File: config.mk
export PLATFORM = sky130hd
export DESIGN_NAME = midi_uart_rx_param_flat
export DESIGN_NICKNAME = d
export VERILOG_FILES = /design/src/rtl/midi_uart_rx_param_pkg.sv /design/src/rtl/midi_uart_rx_param_if.sv /design/src/rtl/midi_uart_rx_param_sampler.sv /design/src/rtl/midi_uart_rx_param.sv /design/src/flat_wrapper.sv
export SDC_FILE = /design/constraint.sdc
export NUM_CORES = 1
export LEC_CHECK = 0
export ABC_AREA = 0
export BUFFER_PORTS_ARGS = -buffer_cell sky130_fd_sc_hd__buf_2
export CORE_MARGIN = 10
export CORE_UTILIZATION = 36
export CTS_CLUSTER_DIAMETER = 150
export CTS_CLUSTER_SIZE = 30
export DETAILED_ROUTE_END_ITERATION = 10
export HOLD_SLACK_MARGIN = 0.15
export PLACE_DENSITY = 0.52
export SYNTH_ARGS = -nofsm -noshare
export SYNTH_HDL_FRONTEND = slang
export SYNTH_SLANG_ARGS = --single-unit
File: constraint.sdc
create_clock -name clk_i -period 5.52 [get_ports clk_i]
set_clock_uncertainty 0.2 [all_clocks]
set_input_delay 0.276 -clock clk_i [delete_from_list [all_inputs] [get_ports clk_i]]
set_output_delay 0.276 -clock clk_i [all_outputs]
set_load 0.01 [all_outputs]
File: src/rtl/midi_uart_rx_param_pkg.sv
// Shared definitions for the parametrised MIDI UART receiver: FSM encodings,
// parity mode constants and small bit-level helpers.
`ifndef F_CLK_PERIOD_NS
`define F_CLK_PERIOD_NS 100
`endif

package midi_uart_rx_param_pkg;

    typedef enum logic [2:0] {
        S_IDLE      = 3'd0,
        S_START     = 3'd1,
        S_DATA      = 3'd2,
        S_PARITY    = 3'd3,
        S_STOP      = 3'd4,
        S_WAIT_HIGH = 3'd5
    } rx_state_e;

    localparam int PARITY_NONE = 0;
    localparam int PARITY_EVEN = 1;
    localparam int PARITY_ODD  = 2;

    localparam int DEFAULT_CLK_PERIOD_NS = `F_CLK_PERIOD_NS;

    function automatic logic maj3(input logic a, input logic b, input logic c);
        return (a & b) | (a & c) | (b & c);
    endfunction

    // Words are zero-extended to the widest supported payload before folding.
    function automatic logic parity9(input logic [8:0] d);
        return ^d;
    endfunction

endpackage

File: src/rtl/midi_uart_rx_param_if.sv
// Receiver-to-parser word handshake: data plus error flags qualified by valid,
// back-pressured by ready.
interface midi_uart_rx_param_if #(
    parameter int PAYLOAD_BITS = 8
);
    logic [PAYLOAD_BITS-1:0] data_o;
    logic                    valid_o;
    logic                    ready_i;
    logic                    frame_err_o;
    logic                    parity_err_o;
    logic                    overrun_o;
    logic                    busy_o;

    modport master (
        output data_o, valid_o, frame_err_o, parity_err_o, overrun_o, busy_o,
        input  ready_i
    );

    modport slave (
        input  data_o, valid_o, frame_err_o, parity_err_o, overrun_o, busy_o,
        output ready_i
    );
endinterface

File: src/rtl/midi_uart_rx_param_sampler.sv
// Line front end: two-flop synchroniser, bit-period counter and a three-sample
// majority voter centred on mid-bit.
module midi_uart_rx_param_sampler
    import midi_uart_rx_param_pkg::*;
#(
    parameter int CYCLES_PER_BIT = 320
) (
    input  logic clk,
    input  logic rst,
    input  logic rx,
    input  logic clear,
    output logic rxs,
    output logic sample_strobe,
    output logic voted_bit,
    output logic bit_end
);
    localparam int M     = CYCLES_PER_BIT / 2;
    localparam int CNT_W = $clog2(CYCLES_PER_BIT);

    localparam logic [CNT_W-1:0] CNT_LAST = CNT_W'(CYCLES_PER_BIT - 1);
    localparam logic [CNT_W-1:0] CNT_EARLY = CNT_W'(M - 1);
    localparam logic [CNT_W-1:0] CNT_MID   = CNT_W'(M);
    localparam logic [CNT_W-1:0] CNT_LATE  = CNT_W'(M + 1);

    logic             sync1_r;
    logic             sync2_r;
    logic [CNT_W-1:0] cnt_r;
    logic             samp_a_r;
    logic             samp_b_r;

    // Synchroniser idles high so reset never looks like a start edge.
    always_ff @(posedge clk or posedge rst) begin
        if (rst) begin
            sync1_r <= 1'b1;
            sync2_r <= 1'b1;
        end else begin
            sync1_r <= rx;
            sync2_r <= sync1_r;
        end
    end

    // Bit-period counter and the two early samples of the vote.
    always_ff @(posedge clk or posedge rst) begin
        if (rst) begin
            cnt_r    <= '0;
            samp_a_r <= 1'b1;
            samp_b_r <= 1'b1;
        end else begin
            if (clear || (cnt_r == CNT_LAST)) begin
                cnt_r <= '0;
            end else begin
                cnt_r <= cnt_r + {{(CNT_W-1){1'b0}}, 1'b1};
            end
            if (cnt_r == CNT_EARLY) begin
                samp_a_r <= sync2_r;
            end
            if (cnt_r == CNT_MID) begin
                samp_b_r <= sync2_r;
            end
        end
    end

    assign rxs           = sync2_r;
    assign sample_strobe = (cnt_r == CNT_LATE);
    assign bit_end       = (cnt_r == CNT_LAST);
    assign voted_bit     = maj3(samp_a_r, samp_b_r, sync2_r);

endmodule

File: src/rtl/midi_uart_rx_param.sv
// Parametrised MIDI UART receiver: frame FSM, shift register, parity/stop
// checking and a single-entry holding register behind a valid/ready handshake.
module midi_uart_rx_param
    import midi_uart_rx_param_pkg::*;
#(
    parameter int CLK_PERIOD_NS = DEFAULT_CLK_PERIOD_NS,
    parameter int BIT_RATE_HZ   = 31250,
    parameter int PAYLOAD_BITS  = 8,
    parameter int PARITY_MODE   = 0,
    parameter int STOP_BITS     = 1
) (
    input  logic                    clk_i,
    input  logic                    rst_i,
    input  logic                    rx_i,
    midi_uart_rx_param_if.master    bus
);
    localparam int  CYCLES_PER_BIT = (1_000_000_000 / BIT_RATE_HZ) / CLK_PERIOD_NS;
    localparam bit  HAS_PARITY     = (PARITY_MODE != PARITY_NONE);
    localparam logic [3:0] LAST_DATA = 4'(PAYLOAD_BITS - 1);
    localparam logic [3:0] LAST_STOP = 4'(STOP_BITS - 1);

    if (CYCLES_PER_BIT < 32'sd8) begin : g_bad_rate
        $error("midi_uart_rx_param: fewer than 8 clock cycles per bit");
    end
    if ((PAYLOAD_BITS < 32'sd5) || (PAYLOAD_BITS > 32'sd9)) begin : g_bad_width
        $error("midi_uart_rx_param: PAYLOAD_BITS must be 5..9");
    end
    if ((STOP_BITS < 32'sd1) || (STOP_BITS > 32'sd2)) begin : g_bad_stop
        $error("midi_uart_rx_param: STOP_BITS must be 1 or 2");
    end
    if ((PARITY_MODE < 32'sd0) || (PARITY_MODE > 32'sd2)) begin : g_bad_parity
        $error("midi_uart_rx_param: PARITY_MODE must be 0, 1 or 2");
    end

    rx_state_e               state_r, state_n;
    logic                    rxs_s, strobe_s, voted_s, bit_end_s;
    logic                    clear_cnt_s, shift_s, cap_par_s, stop_lo_s;
    logic                    complete_s, bit_inc_s, bit_clr_s;
    logic                    frame_err_s, parity_err_s;
    logic [8:0]              word_ext_s;
    logic [PAYLOAD_BITS-1:0] shreg_r;
    logic [3:0]              bit_idx_r;
    logic                    par_bit_r;
    logic                    stop_err_r;
    logic [PAYLOAD_BITS-1:0] data_r;
    logic                    valid_r, frame_err_r, parity_err_r, overrun_r, busy_r;

    midi_uart_rx_param_sampler #(
        .CYCLES_PER_BIT (CYCLES_PER_BIT)
    ) u_uart_rx_sampler (
        .clk           (clk_i),
        .rst           (rst_i),
        .rx            (rx_i),
        .clear         (clear_cnt_s),
        .rxs           (rxs_s),
        .sample_strobe (strobe_s),
        .voted_bit     (voted_s),
        .bit_end       (bit_end_s)
    );

    // Frame state register.
    always_ff @(posedge clk_i or posedge rst_i) begin
        if (rst_i) begin
            state_r <= S_IDLE;
        end else begin
            state_r <= state_n;
        end
    end

    // Next-state logic and datapath control strobes.
    always_comb begin
        state_n     = state_r;
        clear_cnt_s = 1'b0;
        shift_s     = 1'b0;
        cap_par_s   = 1'b0;
        stop_lo_s   = 1'b0;
        complete_s  = 1'b0;
        bit_inc_s   = 1'b0;
        bit_clr_s   = 1'b0;
        case (state_r)
            S_IDLE: begin
                if (!rxs_s) begin
                    state_n     = S_START;
                    clear_cnt_s = 1'b1;
                    bit_clr_s   = 1'b1;
                end else begin
                    state_n = S_IDLE;
                end
            end
            S_START: begin
                if (strobe_s && voted_s) begin
                    state_n = S_IDLE;
                end else if (bit_end_s) begin
                    state_n = S_DATA;
                end else begin
                    state_n = S_START;
                end
            end
            S_DATA: begin
                shift_s = strobe_s;
                if (bit_end_s && (bit_idx_r == LAST_DATA)) begin
                    bit_clr_s = 1'b1;
                    state_n   = HAS_PARITY ? S_PARITY : S_STOP;
                end else if (bit_end_s) begin
                    bit_inc_s = 1'b1;
                end else begin
                    state_n = S_DATA;
                end
            end
            S_PARITY: begin
                cap_par_s = strobe_s;
                if (bit_end_s) begin
                    state_n = S_STOP;
                end else begin
                    state_n = S_PARITY;
                end
            end
            S_STOP: begin
                // The last stop bit completes on its vote, not at its wrap.
                if (strobe_s) begin
                    stop_lo_s = ~voted_s;
                    if (bit_idx_r == LAST_STOP) begin
                        complete_s = 1'b1;
                        bit_clr_s  = 1'b1;
                        state_n    = (stop_err_r || !voted_s) ? S_WAIT_HIGH : S_IDLE;
                    end else begin
                        state_n = S_STOP;
                    end
                end else if (bit_end_s) begin
                    bit_inc_s = 1'b1;
                end else begin
                    state_n = S_STOP;
                end
            end
            S_WAIT_HIGH: begin
                if (rxs_s) begin
                    state_n = S_IDLE;
                end else begin
                    state_n = S_WAIT_HIGH;
                end
            end
            default: begin
                state_n = S_IDLE;
            end
        endcase
    end

    // Shift register, bit index, parity bit and sticky stop-bit error.
    always_ff @(posedge clk_i or posedge rst_i) begin
        if (rst_i) begin
            shreg_r    <= '0;
            bit_idx_r  <= 4'd0;
            par_bit_r  <= 1'b0;
            stop_err_r <= 1'b0;
        end else begin
            if (bit_clr_s) begin
                bit_idx_r <= 4'd0;
            end else if (bit_inc_s) begin
                bit_idx_r <= bit_idx_r + 4'd1;
            end
            if (shift_s) begin
                shreg_r <= {voted_s, shreg_r[PAYLOAD_BITS-1:1]};
            end
            if (cap_par_s) begin
                par_bit_r <= voted_s;
            end
            if (clear_cnt_s) begin
                stop_err_r <= 1'b0;
            end else if (stop_lo_s) begin
                stop_err_r <= 1'b1;
            end
        end
    end

    // Completion-cycle error flags.
    always_comb begin
        word_ext_s                   = 9'd0;
        word_ext_s[PAYLOAD_BITS-1:0] = shreg_r;
        frame_err_s                  = stop_err_r | ~voted_s;
        case (PARITY_MODE)
            PARITY_EVEN: parity_err_s = parity9(word_ext_s) ^ par_bit_r;
            PARITY_ODD:  parity_err_s = ~(parity9(word_ext_s) ^ par_bit_r);
            default:     parity_err_s = 1'b0;
        endcase
    end

    // Holding register: a frame arriving against a stalled word is dropped.
    always_ff @(posedge clk_i or posedge rst_i) begin
        if (rst_i) begin
            data_r       <= '0;
            valid_r      <= 1'b0;
            frame_err_r  <= 1'b0;
            parity_err_r <= 1'b0;
            overrun_r    <= 1'b0;
            busy_r       <= 1'b0;
        end else begin
            overrun_r <= 1'b0;
            busy_r    <= (state_n != S_IDLE);
            if (complete_s && (!valid_r || bus.ready_i)) begin
                data_r       <= shreg_r;
                frame_err_r  <= frame_err_s;
                parity_err_r <= parity_err_s;
                valid_r      <= 1'b1;
            end else if (complete_s) begin
                overrun_r <= 1'b1;
            end else if (valid_r && bus.ready_i) begin
                valid_r <= 1'b0;
            end
        end
    end

    assign bus.data_o       = data_r;
    assign bus.valid_o      = valid_r;
    assign bus.frame_err_o  = frame_err_r;
    assign bus.parity_err_o = parity_err_r;
    assign bus.overrun_o    = overrun_r;
    assign bus.busy_o       = busy_r;

endmodule

File: src/flat_wrapper.sv
// flat-port wrapper written by rule: the top's interface ports become plain ports
module midi_uart_rx_param_flat import midi_uart_rx_param_pkg::*;
#(
    parameter int CLK_PERIOD_NS = DEFAULT_CLK_PERIOD_NS,
    parameter int BIT_RATE_HZ   = 31250,
    parameter int PAYLOAD_BITS  = 8,
    parameter int PARITY_MODE   = 0,
    parameter int STOP_BITS     = 1
)
  (clk_i, rst_i, rx_i, bus_data_o, bus_valid_o, bus_frame_err_o, bus_parity_err_o, bus_overrun_o, bus_busy_o, bus_ready_i);
  midi_uart_rx_param_if #(.PAYLOAD_BITS(PAYLOAD_BITS)) bus_i ();
  input  logic clk_i;
  input  logic rst_i;
  input  logic rx_i;
  output wire logic [$bits(bus_i.data_o)-1:0] bus_data_o;
  output wire logic [$bits(bus_i.valid_o)-1:0] bus_valid_o;
  output wire logic [$bits(bus_i.frame_err_o)-1:0] bus_frame_err_o;
  output wire logic [$bits(bus_i.parity_err_o)-1:0] bus_parity_err_o;
  output wire logic [$bits(bus_i.overrun_o)-1:0] bus_overrun_o;
  output wire logic [$bits(bus_i.busy_o)-1:0] bus_busy_o;
  input wire logic [$bits(bus_i.ready_i)-1:0] bus_ready_i;
  assign bus_data_o = bus_i.data_o;
  assign bus_valid_o = bus_i.valid_o;
  assign bus_frame_err_o = bus_i.frame_err_o;
  assign bus_parity_err_o = bus_i.parity_err_o;
  assign bus_overrun_o = bus_i.overrun_o;
  assign bus_busy_o = bus_i.busy_o;
  assign bus_i.ready_i = bus_ready_i;
  midi_uart_rx_param #(.CLK_PERIOD_NS(CLK_PERIOD_NS), .BIT_RATE_HZ(BIT_RATE_HZ), .PAYLOAD_BITS(PAYLOAD_BITS), .PARITY_MODE(PARITY_MODE), .STOP_BITS(STOP_BITS)) u_core (.clk_i(clk_i), .rst_i(rst_i), .rx_i(rx_i), .bus(bus_i));
endmodule
Word-level counts from Yosys, hierarchy flattened. Index checks and enable logic that the tools add are counted.

Register bits: 41. Input bits: 4.

$add $sub $neg: 2. Equality and inequality tests: 11. Mux-type cells: 36. Bitwise gates (word level): 7. Reduce and logical (&&, ||, !) cells: 16.

Operator list (count): 9-bit by 8-bit equality test with 1-bit output, second input constant (3); 3-bit two-way mux (9); 1-bit two-way mux (20); 3-bit case mux with 6 select lines (1); 9-bit by 1-bit adder with 9-bit output, second input constant (1); 9-bit equality test, second input constant (1); 9-bit two-way mux (1); 4-bit two-way mux (2); 3-bit by 2-bit equality test with 1-bit output, second input constant (2); 3-bit equality test, second input constant (2); 2-bit nonzero test (3); 4-bit by 1-bit adder with 4-bit output, second input constant (1); 4-bit by 3-bit equality test with 1-bit output, second input constant (1); 1-bit logical AND (4); 4-bit logical NOT (1); 1-bit AND (3); 3-bit by 1-bit equality test with 1-bit output, second input constant (1); 3-bit logical NOT (1); 1-bit logical OR (3); 1-bit OR (3); 1-bit case mux with 3 select lines (1); 3-bit nonzero test (1); 1-bit logical NOT (2); 2-bit two-way mux (1); 4 further kinds (4).

Longest topological paths before layout. Gate-level depths: netlist of run 1.

Depth in word-level cells: 10. Depth in mapped cells: 7. Mapped depth without buffers: 6.

Hierarchy. Synthesis of run 1 repeated with hierarchy kept, for this count alone.

Cells, all modules: 175. Area, all modules: 1996.9 um^2.

Modules (own cells, without submodules): midi_uart_rx_param (times used 1, cells each 110, area an instance 1311.3 um^2); midi_uart_rx_param_sampler (times used 1, cells each 65, area an instance 685.7 um^2).

Worst setup path after synthesis of run 1. Ideal clock, no wire load.

Kind: flip-flop to flip-flop. Start: register u_core.bit_idx_r[0]. End: register u_core.data_r[0], in the netlist u_core.bus.data_o[0]. Setup time: 0.125 ns. Arrival time: 1.665 ns. Required time: 5.195 ns. Slack: 3.530 ns. Stages on the path, launching flop included: 7. Buffers on the path: 0. Clock period less this slack: 1.990 ns. Cell sequence: dfrtp_1 inv_1 ha_1 nor4bb_1 nand3_1 nor2_4 mux2_2.

Word-level cells in the longest chain between the ends: 5.

Ends and longest elaborated chain: from (decl) (line midi_uart_rx_param.sv:42) `logic [3:0] bit_idx_r;`; from (signal assigned) (line midi_uart_rx_param.sv:159) `bit_idx_r <= bit_idx_r + 4'd1;`; 4-bit logical NOT (line midi_uart_rx_param.sv:122) `if (bit_idx_r == LAST_STOP) begin`; 1-bit two-way mux (line midi_uart_rx_param.sv:122); 1-bit two-way mux (line midi_uart_rx_param.sv:120) `if (strobe_s) begin`; 1-bit two-way mux (line midi_uart_rx_param.sv:80) `case (state_r)`; 1-bit logical AND (line midi_uart_rx_param.sv:199) `if (complete_s && (!valid_r || bus.ready_i)) begin`; to (signal assigned) (line midi_uart_rx_param.sv:200) `data_r <= shreg_r;`; to (decl) (line midi_uart_rx_param.sv:45) `logic [PAYLOAD_BITS-1:0] data_r;`.

No other way between the ends. A chain may end at the register's enable or synchronous reset.

Final worst setup path of run 1.
Start: register u_core.u_uart_rx_sampler.cnt_r[0]. End: register u_core.bit_idx_r[3].

Word-level cells in the longest chain between the ends: 5. Elaborated cells on any way between the ends: 12.

Ends and longest elaborated chain: from (decl) (line midi_uart_rx_param_sampler.sv:27) `logic [CNT_W-1:0] cnt_r;`; from (signal assigned) (line midi_uart_rx_param_sampler.sv:52) `cnt_r <= cnt_r + {{(CNT_W-1){1'b0}}, 1'b1};`; 9-bit equality test (line midi_uart_rx_param_sampler.sv:65) `assign bit_end = (cnt_r == CNT_LAST);`; 1-bit two-way mux / 1-bit logical AND (equally long branches) (line midi_uart_rx_param.sv:104, midi_uart_rx_param.sv:129, midi_uart_rx_param.sv:101); 1-bit two-way mux (on tied branches) (line midi_uart_rx_param.sv:120, midi_uart_rx_param.sv:101); 1-bit case mux with 2 select lines / 1-bit case mux with 3 select lines (equally long branches) (line midi_uart_rx_param.sv:80); 2-bit nonzero test (no source line) / 4-bit two-way mux (equally long branches).

Parallel ways exist; a longest one is shown, timed or not.

==> results_dict.tcl, run 1 <==
set metrics [dict create \
    result_of_the_run "finished, final reports clean" \
    timing_worst_setup_path_type "flop to flop" \
    grt_usage_pct 8.95 \
    fin_crit_ns 2.40 \
    fillCellCount 511 \
    placed_cells 255 \
    grt_max_degree 42 \
    power_switching_share_pct 23.1 \
    cts_num_sinks 41 \
    yosysMostFrequentCell "sky130_fd_sc_hd__dfrtp_1" \
    die_width_um 93.9 \
    worst_hold_path_class "flop to flop" \
    vias 1343 \
    timing.hold.worst_endpoint "u_core.u_uart_rx_sampler.rxs$_DFF_PP1_" \
    fmax_ghz 0.416 \
    final_core_util_pct 42.7 \
    design.final.nets 204 \
    reg2reg_to "u_core.bit_idx_r[3]$_DFFE_PP0P_" \
    grt_first_pass_wirelength_mm 6.39 \
    layout-area-overhead-vs-synth_pct 13.1 \
    post_route_cells_drive_above_1_share_pct 27.0 \
    number_of_global_route_vias_before_repair 1319 \
    unrepaired_setup_endpoints_after_global_routing "false" \
    fin_tns_setup_ns 0 \
    timing.reg2reg.worst_path_depth 5 \
    p_seq_share_pct 58.7 \
    synth_edf_count 0 \
    post_cts_buffers 0 \
    most_frequent_cells_after_synthesis "37 x sky130_fd_sc_hd__dfrtp_1, 18 x sky130_fd_sc_hd__mux2_2, 13 x sky130_fd_sc_hd__nor2_1" \
    dominant_cells_by_area_after_synthesis "sky130_fd_sc_hd__dfrtp_1 47%, sky130_fd_sc_hd__mux2_2 10%, sky130_fd_sc_hd__dfstp_2 5.4%" \
    rows 26 \
    synth.top_cell.area_share_pct 47.1 \
    route.detailed.vias_per_inst 5.05 \
    wl_per_cell_um 13.9 \
    drtPass1Iterations 5 \
    power.total_mw 0.514 \
    clk_latency_ns 0.29 \
    yosys_warnings 0 \
    synth-seq-area-share_pct 52.5 \
    dpl_hpwl_mm 2.69 \
    power.internal_mw 0.396 \
    cts_tree "built" \
    drv_cap 0 \
    net_count_of_the_mapped_netlist 183 \
    gpl.final_weighted_congestion 0.758 \
    power_frac_comb_pct 1.9 \
    number_of_antenna_violations_at_the_first_check_in_global_routing 0 \
    switching_power_mw 0.119 \
    ys_types 44 \
    ys_seq_elements 41 \
    finalCritPeriodShare_pct 43.5 \
    synthFlopType "sky130_fd_sc_hd__dfrtp_1" \
    cp-end-kind "flop" \
    cts.path.max_buffers 2 \
    post_synth_instance_area_um2 1960 \
    dr.first_iter.drc_count 60 \
    share_of_total_power_in_the_clock_network_pct 39.4 \
    pin_count 17 \
    total_of_cells_resized_after_clock_tree_synthesis 0 \
    yosysTopAreaCell "sky130_fd_sc_hd__dfrtp_1" \
    floorplan.initialDensity_pct 37.7 \
    core_area_um2 5200 \
    dpl_cell_area_um2 2100 \
    asyncSetResetFlopFracSynth_pct 100 \
    cellPowerDensity_nw_per_um2 231 \
    clock_tree.root_cell "sky130_fd_sc_hd__clkbuf_8" \
    route.detailed.drc 0 \
    critical_path.startpoint_type "flop" \
    port_buffers 15 \
    overflow_left_after_global_routing 0 \
    wirelength_mm 3.71 \
    setup-violations-final 0 \
    postSynthCellCount 174 \
    finalMaxSlewViolations 0 \
    clock_tree.htree_level_count 2 \
    worstPathRequired_ns 5.54 \
    clk_transition_reported_paths_ns 0.09 \
    r2r_start "u_core.u_uart_rx_sampler.cnt_r[0]$_DFF_PP0_" \
    die-area_um2 8810 \
    drtAntennaViolNets 0 \
    antenna-diode-count 0 \
    layout.cell_area.non_filler_um2 2220 \
    finalHoldViolCount 0 \
    total_clock_buffers_created_by_cts 5 \
    cp_data_arrival_time_ns 2.42 \
    worst-r2r-setup-slack_ns 3.12 \
    avgSynthCellArea_um2 11.3 \
    hp-start "u_core.u_uart_rx_sampler.sync1_r$_DFF_PP1_" \
    hold-path-cell-count 0 \
    path_max_fanout 13 \
    worst_case_vdd_ir_drop_mv 0.151 \
    instances_no_fill 266 \
    fp.dieH_um 93.9 \
    power.leakage_nw 1.01 \
]
-- cell type report --
| cell class | instances | area [um2] | share of cell area [%] |
|---|---|---|---|
| Inverter | 11 | 41.3 | 1.86 |
| Clock inverter | 3 | 25.0 | 1.13 |
| Tap cell | 70 | 87.6 | 3.94 |
| Timing Repair Buffer | 19 | 113 | 5.07 |
| Multi-Input combinational cell | 117 | 856 | 38.5 |
| Sequential cell | 41 | 1030 | 46.4 |
| Clock buffer | 5 | 68.8 | 3.10 |
-- logic make-up after synthesis --
family,after synthesis,synth area share [%]
adder cells (fa/ha/maj),6,3.69
buffers and inverters,16,3.95
AND/OR/NAND/NOR,63,19.7
other,1,0.191
multiplexers,19,10.8
AO/OA/AOI/OAI,22,6.50
flip-flops,41,52.5
XOR/XNOR,6,2.68
-- layer usage --
layer  share of wire [%]  wire, um  vias to the layer above  track usage (%)
li1                    -         -                      650                -
met1                  48      1790                      666             11.6
met2                  47      1730                       25             13.5
met4                0.62        23                        0             3.42
met5                   0         0                        -                0
met3                 4.3       160                        2             2.88
-- flip-flops by register name, indices dropped and copies added (netlist names) --
| signal | flops |
|---|---|
| u_core.state_r | 3 |
| u_core.bus.overrun_o | 1 |
| u_core.bus.frame_err_o | 1 |
| u_core.u_uart_rx_sampler.samp_b_r | 1 |
| u_core.u_uart_rx_sampler.sync1_r | 1 |
| u_core.u_uart_rx_sampler.cnt_r | 9 |
| u_core.u_uart_rx_sampler.rxs | 1 |
| u_core.bit_idx_r | 4 |
| u_core.stop_err_r | 1 |
| u_core.bus.valid_o | 1 |
| u_core.u_uart_rx_sampler.samp_a_r | 1 |
| u_core.bus.data_o | 8 |
| u_core.shreg_r | 8 |
| u_core.bus.busy_o | 1 |
-- layout by cell type (no fill, tap or decap), drive strengths merged, types with 4 or more instances in the layout --
cell    count
a21oi       9
buf        16
clkbuf      5
dfrtp      37
dfstp       4
ha          5
inv        12
mux2       18
nand2      10
nand3       8
nand4       4
nor2       14
o21ai       6
-- what timing repair did --
action / 4_1_cts / 5_1_grt
hold endpoints to repair: 40 / 0
hold buffers: 3 / 0
setup endpoints to repair: 0 / 0
-- critical path, cell delays in order (launching register included) --
cell and delay [ns]:
sky130_fd_sc_hd__dfrtp_1 0.46, sky130_fd_sc_hd__ha_1 0.25, sky130_fd_sc_hd__and4_1 0.37, sky130_fd_sc_hd__nand2_1 0.32, sky130_fd_sc_hd__or4_1 0.58, sky130_fd_sc_hd__a21oi_1 0.15
-- how the worst max path moves through the flow --
stage / start / to
detailed placement: u_core.u_uart_rx_sampler.cnt_r[0]$_DFF_PP0_ / u_core.bit_idx_r[3]$_DFFE_PP0P_
CTS: u_core.u_uart_rx_sampler.cnt_r[0]$_DFF_PP0_ / u_core.bit_idx_r[3]$_DFFE_PP0P_
floorplan: u_core.bit_idx_r[0]$_DFFE_PP0P_ / u_core.bus.data_o[0]$_DFFE_PP0P_
finish: u_core.u_uart_rx_sampler.cnt_r[0]$_DFF_PP0_ / u_core.bit_idx_r[3]$_DFFE_PP0P_
global route: u_core.u_uart_rx_sampler.cnt_r[0]$_DFF_PP0_ / u_core.bit_idx_r[3]$_DFFE_PP0P_
global placement: u_core.u_uart_rx_sampler.cnt_r[0]$_DFF_PP0_ / u_core.bit_idx_r[3]$_DFFE_PP0P_
-- power groups by stage --
stage	logic [mW]	registers [mW]	clock network [mW]
after floorplan	0.00574	0.308	0
after global placement	0.00824	0.308	0
after detailed placement	0.00851	0.308	0
after CTS	0.0101	0.302	0.208
after global routing	0.0113	0.302	0.221
final	0.00957	0.302	0.203
-- metrics by stage --
stage	hold WS [ns]	setup slack, ns
floorplan	0.0805	3.53
global placement	0.148	3.22
detailed placement	0.155	3.14
CTS	0.163	3.11
global route	0.166	2.95
finish	0.157	3.12
No activity file was read; power rests on OpenSTA's default activity.
==> run 2, diff against run 1 <==
--- a/config.mk
+++ b/config.mk
@@ -13,7 +13,7 @@
 export CTS_CLUSTER_SIZE = 30
 export DETAILED_ROUTE_END_ITERATION = 10
 export HOLD_SLACK_MARGIN = 0.15
-export PLACE_DENSITY = 0.52
+export PLACE_DENSITY = 0.54
 export SYNTH_ARGS = -nofsm -noshare
 export SYNTH_HDL_FRONTEND = slang
 export SYNTH_SLANG_ARGS = --single-unit
==> constraint.sdc (replaced) <==
create_clock -name clk_i -period 2.2 [get_ports clk_i]
set_clock_uncertainty 0.2 [all_clocks]
set_input_delay 0.11 -clock clk_i [delete_from_list [all_inputs] [get_ports clk_i]]
set_output_delay 0.11 -clock clk_i [all_outputs]
set_load 0.01 [all_outputs]
==> results_dict.tcl, run 2 (synthesis gave the netlist of run 1 again) <==
set metrics [dict create \
    clock_tree.root_cell "sky130_fd_sc_hd__clkbuf_8" \
    leading_cell_types_in_the_layout_fill_and_taps_excluded "37 x sky130_fd_sc_hd__dfrtp_1, 18 x sky130_fd_sc_hd__mux2_2, 15 x sky130_fd_sc_hd__buf_2, 13 x sky130_fd_sc_hd__nor2_1, 11 x sky130_fd_sc_hd__inv_1" \
    fmax_ghz 0.476 \
    cts_tree "built" \
    grt_first_pass_wirelength_mm 6.51 \
    layout.cell_area.non_filler_um2 2320 \
    route.detailed.drc 0 \
    overflow_left_after_global_routing 0 \
    cts.path.max_buffers 2 \
    clk_transition_reported_paths_ns 0.08 \
    cp_data_arrival_time_ns 2.08 \
    dpl_cell_area_um2 2140 \
    fillCellCount 501 \
    fin_tns_setup_ns 0 \
    die-area_um2 8810 \
    result_of_the_run "finished, final reports clean" \
    setup-violations-final 0 \
    dr.first_iter.drc_count 73 \
    finalCritPeriodShare_pct 95.6 \
    largest_register_ffs 9 \
    grt_max_degree 42 \
    core_area_um2 5200 \
    grt_usage_pct 9.24 \
    finalHoldViolCount 0 \
    antenna-diode-count 0 \
    most_common_cell_after_layout_fill_and_taps_aside "sky130_fd_sc_hd__dfrtp_1" \
    design.final.nets 212 \
    layout-area-overhead-vs-synth_pct 18.2 \
    clock_tree.htree_level_count 2 \
    critical_path.startpoint_type "flop" \
    top_register_by_number_of_flip_flops "u_core.u_uart_rx_sampler.cnt_r" \
    wl_per_cell_um 14.3 \
    number_of_antenna_violations_at_the_first_check_in_global_routing 0 \
    worstPathRequired_ns 2.18 \
    vias 1389 \
    timing_worst_setup_path_type "flop to flop" \
    instances_no_fill 274 \
    number_of_global_route_vias_before_repair 1413 \
    placed_cells 261 \
    drtAntennaViolNets 0 \
    port_buffers 15 \
    path_max_fanout 5 \
    dpl_hpwl_mm 2.82 \
    route.detailed.vias_per_inst 5.07 \
    drv_cap 0 \
    clk_latency_ns 0.29 \
    slew_headroom_pct 66.0 \
    pin_count 17 \
    total_clock_buffers_created_by_cts 5 \
    floorplan.initialDensity_pct 37.7 \
    power.leakage_nw 1.06 \
    drtPass1Iterations 4 \
    ff_latch_area_um2 1030 \
    post_route_cells_drive_above_1_share_pct 30.4 \
    worst_case_vdd_ir_drop_mv 0.370 \
    die_width_um 93.9 \
    power.total_mw 1.38 \
    worst_hold_path_class "flop to flop" \
    cp-end-kind "flop" \
    multi_input_area_um2 885 \
    rows 26 \
    finalMaxSlewViolations 0 \
    fp.dieH_um 93.9 \
    gpl.final_weighted_congestion 0.816 \
    cts_num_sinks 41 \
    worst-slew-pin-transition_ns 0.506 \
    cellPowerDensity_nw_per_um2 593 \
    wirelength_mm 3.91 \
    fin_crit_ns 2.10 \
]
run 2: power by group:
part           total (mW)  internal, mW  switching [mW]
Combinational      0.0240       0.00732          0.0167
Sequential          0.758         0.757         0.00189
Clock               0.595         0.340           0.255
run 2: layer usage:
layer	track usage, %	wire, um	up-vias
li1	-	-	667
met1	10.7	1800	683
met2	14.6	1830	27
met3	3.44	190	12
met4	4.56	93	0
met5	0	0	-
run 2: final cells by class:
class / count / area share, %
Sequential cell: 41 / 44.4
Clock buffer: 6 / 3.13
Clock inverter: 2 / 1.67
Inverter: 11 / 1.78
Multi-Input combinational cell: 118 / 38.1
Timing Repair Buffer: 26 / 7.12
Tap cell: 70 / 3.77
run 2: worst paths after layout:
check | end | depth (start not counted) | start | slack (ns)
hold reg to reg | u_core.u_uart_rx_sampler.rxs$_DFF_PP1_ | 0 | u_core.u_uart_rx_sampler.sync1_r$_DFF_PP1_ | 0.16
min in group asynchronous | u_core.shreg_r[6]$_DFFE_PP0P_ | 4 | rst_i | 0.27
setup / recovery | u_core.bus.data_o[5]$_DFFE_PP0P_ | 6 | u_core.bit_idx_r[0]$_DFFE_PP0P_ | 0.1
setup reg to reg | u_core.bus.data_o[5]$_DFFE_PP0P_ | 6 | u_core.bit_idx_r[0]$_DFFE_PP0P_ | 0.1
hold / removal | u_core.u_uart_rx_sampler.rxs$_DFF_PP1_ | 0 | u_core.u_uart_rx_sampler.sync1_r$_DFF_PP1_ | 0.16
max in group asynchronous | u_core.u_uart_rx_sampler.samp_a_r$_DFFE_PP1N_ | 4 | rst_i | 1.16
run 2: worst max-delay path: stages (launching register included):
cell and delay, ns:
sky130_fd_sc_hd__dfrtp_1 0.43, sky130_fd_sc_hd__inv_1 0.08, sky130_fd_sc_hd__ha_1 0.14, sky130_fd_sc_hd__nor4bb_2 0.37, sky130_fd_sc_hd__nand3_2 0.20, sky130_fd_sc_hd__nor2_4 0.22
sky130_fd_sc_hd__mux2_2 0.36
run 2: timing repair:
item                                   4_1_cts  5_1_grt
pin swaps                                    1        0
gates cloned                                 0        1
endpoints found under the hold margin       44        0
hold buffers                                 3        0
setup endpoints to repair                    3       11
setup buffers                                0        1
resized for setup                            0        4
run 2: metrics by stage:
| step | worst slack, ns | hold WS, ns | utilization (%) |
|---|---|---|---|
| after floorplan | 0.210 | -0.0855 | - |
| after global placement | 0.0737 | 0.0194 | 41.2 |
| after detailed placement | 0.0134 | 0.0169 | 41.2 |
| after CTS | 0.0143 | 0.170 | 43.9 |
| after global routing | -0.0207 | 0.188 | 44.6 |
| final | 0.0978 | 0.164 | 44.6 |
